<file path="src/rtl/pipeline_pkg.sv">
// Shared pipeline definitions: fetch state encoding, reset/NOP defaults and
// word-address helpers used by the instruction-fetch front end.
package pipeline_pkg;

    localparam int unsigned WORD_BYTES        = 4;
    localparam logic [31:0] DEFAULT_RESET_PC  = 32'h0000_0000;
    localparam logic [31:0] DEFAULT_NOP_INSTR = 32'h0000_0000;

    typedef enum logic [1:0] {
        BOOT    = 2'd0,
        FETCH   = 2'd1,
        HOLD    = 2'd2,
        DISCARD = 2'd3
    } fetch_state_t;

    // Redirect targets are forced onto a word boundary.
    function automatic logic [31:0] word_align(input logic [31:0] addr);
        return {addr[31:2], 2'b00};
    endfunction

    function automatic logic [31:0] next_word(input logic [31:0] addr);
        return addr + 32'(WORD_BYTES);
    endfunction

endpackage

</file>
<file path="src/rtl/pc_reg.sv">
// Program counter register: async reset to the boot address, with a
// word-aligned load (redirect) that takes priority over a +4 increment.
module pc_reg
    import pipeline_pkg::*;
#(
    parameter logic [31:0] RESET_PC = DEFAULT_RESET_PC
) (
    input  logic        clk,
    input  logic        rst_n,
    input  logic        load,
    input  logic        inc,
    input  logic [31:0] target,
    output logic [31:0] pc,
    output logic [31:0] pc_next
);

    // pc_next is exported so the fetch FSM can register the next request
    // address in the same cycle the PC itself is updated.
    always_comb begin
        pc_next = pc;
        if (load) begin
            pc_next = word_align(target);
        end else if (inc) begin
            pc_next = next_word(pc);
        end
    end

    always_ff @(posedge clk or negedge rst_n) begin
        if (!rst_n) begin
            pc <= RESET_PC;
        end else begin
            pc <= pc_next;
        end
    end

endmodule

</file>
<file path="src/rtl/if_fetch_unit.sv">
// Instruction-fetch front end: owns the PC, drives a variable-latency
// instruction memory and holds one fetched word for the IF/ID register.
module if_fetch_unit
    import pipeline_pkg::*;
#(
    parameter logic [31:0] RESET_PC  = DEFAULT_RESET_PC,
    parameter logic [31:0] NOP_INSTR = DEFAULT_NOP_INSTR
) (
    input  logic        clk,
    input  logic        rst_n,
    input  logic        PCWrite,
    input  logic        PCSrc,
    input  logic [31:0] BranchTarget,
    output logic        IMem_Req,
    output logic [31:0] IMem_Addr,
    input  logic        IMem_Ready,
    input  logic [31:0] IMem_RData,
    output logic [31:0] IF_PCplusFour,
    output logic [31:0] IF_Instruction,
    output logic        IF_Valid,
    output logic        Fetch_Stall
);

    fetch_state_t state;
    logic [31:0]  pc;
    logic [31:0]  pc_next;
    logic         pc_load;
    logic         pc_inc;
    logic [31:0]  addr_hold;
    logic [31:0]  instr_buf;
    logic [31:0]  pc_plus4_buf;

    pc_reg #(
        .RESET_PC(RESET_PC)
    ) u_pc_reg (
        .clk    (clk),
        .rst_n  (rst_n),
        .load   (pc_load),
        .inc    (pc_inc),
        .target (BranchTarget),
        .pc     (pc),
        .pc_next(pc_next)
    );

    // A redirect always wins over consumption; PCWrite only matters while
    // an instruction is actually being held.
    always_comb begin
        pc_load = 1'b0;
        pc_inc  = 1'b0;
        case (state)
            FETCH, DISCARD: pc_load = PCSrc;
            HOLD: begin
                pc_load = PCSrc;
                pc_inc  = !PCSrc && PCWrite;
            end
            default: ;
        endcase
    end

    always_ff @(posedge clk or negedge rst_n) begin
        if (!rst_n) begin
            state        <= BOOT;
            addr_hold    <= RESET_PC;
            instr_buf    <= NOP_INSTR;
            pc_plus4_buf <= 32'h0;
            IMem_Req     <= 1'b0;
            IMem_Addr    <= RESET_PC;
            IF_Valid     <= 1'b0;
            Fetch_Stall  <= 1'b1;
        end else begin
            case (state)
                BOOT: begin
                    state     <= FETCH;
                    IMem_Req  <= 1'b1;
                    IMem_Addr <= pc;
                end
                FETCH: begin
                    if (PCSrc && IMem_Ready) begin
                        IMem_Addr <= pc_next;
                    end else if (PCSrc) begin
                        // The memory still owns the old address; park it so
                        // the request can complete unchanged and be dropped.
                        addr_hold <= pc;
                        IMem_Addr <= pc;
                        state     <= DISCARD;
                    end else if (IMem_Ready) begin
                        instr_buf    <= IMem_RData;
                        pc_plus4_buf <= next_word(pc);
                        IMem_Req     <= 1'b0;
                        IF_Valid     <= 1'b1;
                        Fetch_Stall  <= 1'b0;
                        state        <= HOLD;
                    end
                end
                HOLD: begin
                    if (PCSrc || PCWrite) begin
                        instr_buf    <= NOP_INSTR;
                        pc_plus4_buf <= 32'h0;
                        IMem_Req     <= 1'b1;
                        IMem_Addr    <= pc_next;
                        IF_Valid     <= 1'b0;
                        Fetch_Stall  <= 1'b1;
                        state        <= FETCH;
                    end
                end
                DISCARD: begin
                    if (IMem_Ready) begin
                        IMem_Addr <= pc_next;
                        state     <= FETCH;
                    end else begin
                        IMem_Addr <= addr_hold;
                    end
                end
                default: state <= BOOT;
            endcase
        end
    end

    assign IF_Instruction = instr_buf;
    assign IF_PCplusFour  = pc_plus4_buf;

endmodule

</file>
<file path="config.mk">
export PLATFORM = sky130hd
export DESIGN_NAME = if_fetch_unit
export DESIGN_NICKNAME = d
export VERILOG_FILES = /design/src/rtl/pipeline_pkg.sv /design/src/rtl/pc_reg.sv /design/src/rtl/if_fetch_unit.sv
export SDC_FILE = /design/constraint.sdc
export NUM_CORES = 1
export LEC_CHECK = 0
export CORE_AREA = 3 3 158 160
export CTS_CLUSTER_DIAMETER = 150
export CTS_CLUSTER_SIZE = 10
export DETAILED_ROUTE_END_ITERATION = 6
export DIE_AREA = 0 0 161 163
export PLACE_DENSITY = 0.63
export SETUP_SLACK_MARGIN = 0.2
export SLEW_MARGIN = 20
export SYNTH_ARGS = -nofsm -noshare
export SYNTH_HDL_FRONTEND = slang
export SYNTH_SLANG_ARGS = --single-unit
</file>
<file path="constraint.sdc">
create_clock -name clk -period 4.2 [get_ports clk]
set_input_delay 0.84 -clock clk [delete_from_list [all_inputs] [get_ports clk]]
set_output_delay 0.84 -clock clk [all_outputs]
set_load 0.03 [all_outputs]
</file>
==> summary.txt <==
Setup crit start kind = input pin
post-detail-place hpwl = 18100 um
Final nets = 1030
GRT met3 Usage = 3.13%
number of synthesized register bits = 165
Top FF cell, synth = dfrtp_1
overall routing resource usage = 20.6%
GR Util met1 = 29.4%
drt wl/cell = 20.9 um
unrepaired setup endpoints after global routing = no
diode count = 0
CP arrival = 3.43 ns
Max Cap Viol = 0
drc violations = 0
CP dominant cell by count = a21oi_1
Power Dens Cells = 610 nW/um^2
Crit path buffers/inverters = 2
Most Used Layer, Global Route = met2
vias per cell = 5.65
met2 global-route usage = 32.1%
synthesized instance count = 826
post-route ant nets = 0
Slew Viols, Final = 0
# hold bufs at CTS = 0
Worst path depth = 8
TritonCTS Sinks = 165
Synth cell types = 73
final worst path period need = 3.14 ns
headroom to the max-slew limit = 25.7%
Final Hold Fails = 0
Crit. End Element = flop
Clock Skew = 0.0102 ns
initial DRC count = 630
Synth Warn # = 0
fraction of registers with async set/reset = 100%
gr ovfl total = 0
Worst-path clk slew = 0.06 ns
status = completed
WS Path Type = in -> reg
antenna violations before repair = 0
syn avg cell area = 10.0 um^2
Mapped Area = 8290 um^2
first-pass GRT wire length = 42400 um
Vias = 7283
WP data required = 4.49 ns
Fill cells = 2237
Clock Path Buffers = 2
die footprint = 26200 um^2
fin crit share = 74.7%
Layout area overhead = 31.2%
CTS tree = built
CTS root buf = clkbuf_16
syn nets = 896
drt first pass iters = 5
Worst R2R Path Depth = 7
crit-path max FO = 15
P_leak = 4.43 nW
cell family with most CP delay = buffers and inverters
gpl congestion = 0.811
CTS-repair resized insts = 0
I/O Buffers = 165
Worst VDD drop = 0.295 mV
Slowest Stage Delay on Critical Path = 0.74 ns
Slowest-stage cell, CP = clkdlybuf4s50_1
die height = 163 um
Starting Density = 35.2%
vias in the first global route = 7151
Hold Crit Class = reg -> reg
number of synthesized flops with an enable pin = 0
layout cell share with drive strength beyond 1 = 12.3%
sequential share of the synthesized area = 49.8%
Row Count = 56
Chip Width = 161 um
IO Pins = 168
setup_tns = 0 ns
Worst-Skew Late Latency = 0.43 ns
worst-margin pin slew = 1.11 ns
Post-CTS Setup Bufs = 0
f_max = 319 MHz
Min Hold Slack = 0.476 ns
core area = 23500 um^2
Routed WL = 27000 um
endpoints failing setup = 0
hold path depth = 2
CP Cell Sequence = clkdlybuf4s50_1, buf_4, nand4bb_1, nand2_1, o22ai_1, a21oi_1, a221oi_1, a21oi_1
pin count of the biggest net entering global routing = 101
Num CTS Buffers = 17
H-Tree Depth = 4
layer usage:
metal  wire, um  share of wire (%)
met1      12100                 45
met2      12600                 47
met5          0                  0
met4        743                2.7
met3       1620                6.0
stage by stage:
step	setup WS (ns)	util [%]	std cells	total power [mW]	instance area, um^2
2_1_floorplan	1.94	-	826	3.87	8290
3_3_place_gp	0.706	43.4	1260	4.89	10200
3_5_place_dp	0.686	43.4	1260	4.92	10200
4_1_cts	1.12	46.2	1290	6.68	10900
5_1_grt	0.917	46.2	1290	6.96	10900
6_report	1.06	46.2	1290	6.63	10900
final cells by class:
class | count | area (um^2) | area share [%]
Clock buffer | 18 | 439 | 4.04
Sequential cell | 165 | 4130 | 38.0
Tap cell | 319 | 399 | 3.67
Timing Repair Buffer | 198 | 1900 | 17.5
Clock inverter | 12 | 203 | 1.86
Inverter | 8 | 30.0 | 0.276
Multi-Input combinational cell | 570 | 3770 | 34.7
report_power, final:
| part | internal (mW) | total (mW) | switching [mW] |
|---|---|---|---|
| logic | 1.08 | 2.45 | 1.38 |
| registers | 2.06 | 2.44 | 0.381 |
| clock network | 1.07 | 1.74 | 0.669 |
| total | 4.20 | 6.63 | 2.43 |
synth_stat cells (11+ instances only):
cell type | number | area share [%]
nor3_1 | 12 | 0.72
o22ai_1 | 20 | 1.5
o21ai_0 | 61 | 3.7
xnor2_1 | 16 | 1.7
mux2_2 | 29 | 3.9
nand2_1 | 88 | 4.0
nor2_1 | 57 | 2.6
clkbuf_1 | 51 | 2.3
a22oi_1 | 18 | 1.6
a22o_1 | 39 | 4.1
a221o_1 | 12 | 1.4
a221oi_1 | 14 | 1.5
buf_2 | 14 | 0.85
dfrtp_1 | 164 | 50
nand3_1 | 14 | 0.85
nand4_1 | 11 | 0.83
a21oi_1 | 43 | 2.6
worst paths after layout:
kind	from	endpoint	slack, ns
max	PCSrc	IMem_Addr[8]	1.06
min	IF_PCplusFour[23]	IF_PCplusFour[23]	0.48
max reg2reg	u_pc_reg.pc[2]	IMem_Addr[30]	1.19
min reg2reg	IF_PCplusFour[23]	IF_PCplusFour[23]	0.48
max in group asynchronous	rst_n	IF_Instruction[31]	2.71
min in group asynchronous	rst_n	IF_PCplusFour[16]	0.52
cell usage in the layout, fill, tap and decap left out, types with 10 or more instances in the layout:
cell type | netlist | final
dfrtp_1 | 164 | 164
clkdlybuf4s50_1 | 0 | 164
nand2_1 | 88 | 88
o21ai_0 | 61 | 61
nor2_1 | 57 | 56
a21oi_1 | 43 | 43
a22o_1 | 39 | 39
buf_4 | 4 | 33
mux2_2 | 29 | 29
o22ai_1 | 20 | 20
a22oi_1 | 18 | 18
clkbuf_16 | 0 | 17
xnor2_1 | 16 | 16
nand3_1 | 14 | 14
a221oi_1 | 14 | 14
a221o_1 | 12 | 12
nand4_1 | 11 | 11
nor3_1 | 12 | 11
xor2_1 | 10 | 10
logic make-up after synthesis:
family,synth area share [%]
DFF,49.8
xor gates and xnor gates,2.75
buffers and inverters,4.86
adders and majority gates,0.151
muxes,4.59
AOI/OAI and AO/OA,24.8
and+or+nand+nor,13.0
worst register-to-register path, delay by kind of cell, from the launching register on:
| kind | cells | cell delay [ns] |
|---|---|---|
| compound gates | 2 | 0.55 |
| fa+ha+maj | 1 | 0.33 |
| flops | 1 | 0.53 |
| simple gates | 4 | 1.49 |
Note: power is estimated with default switching activity, not from simulation.
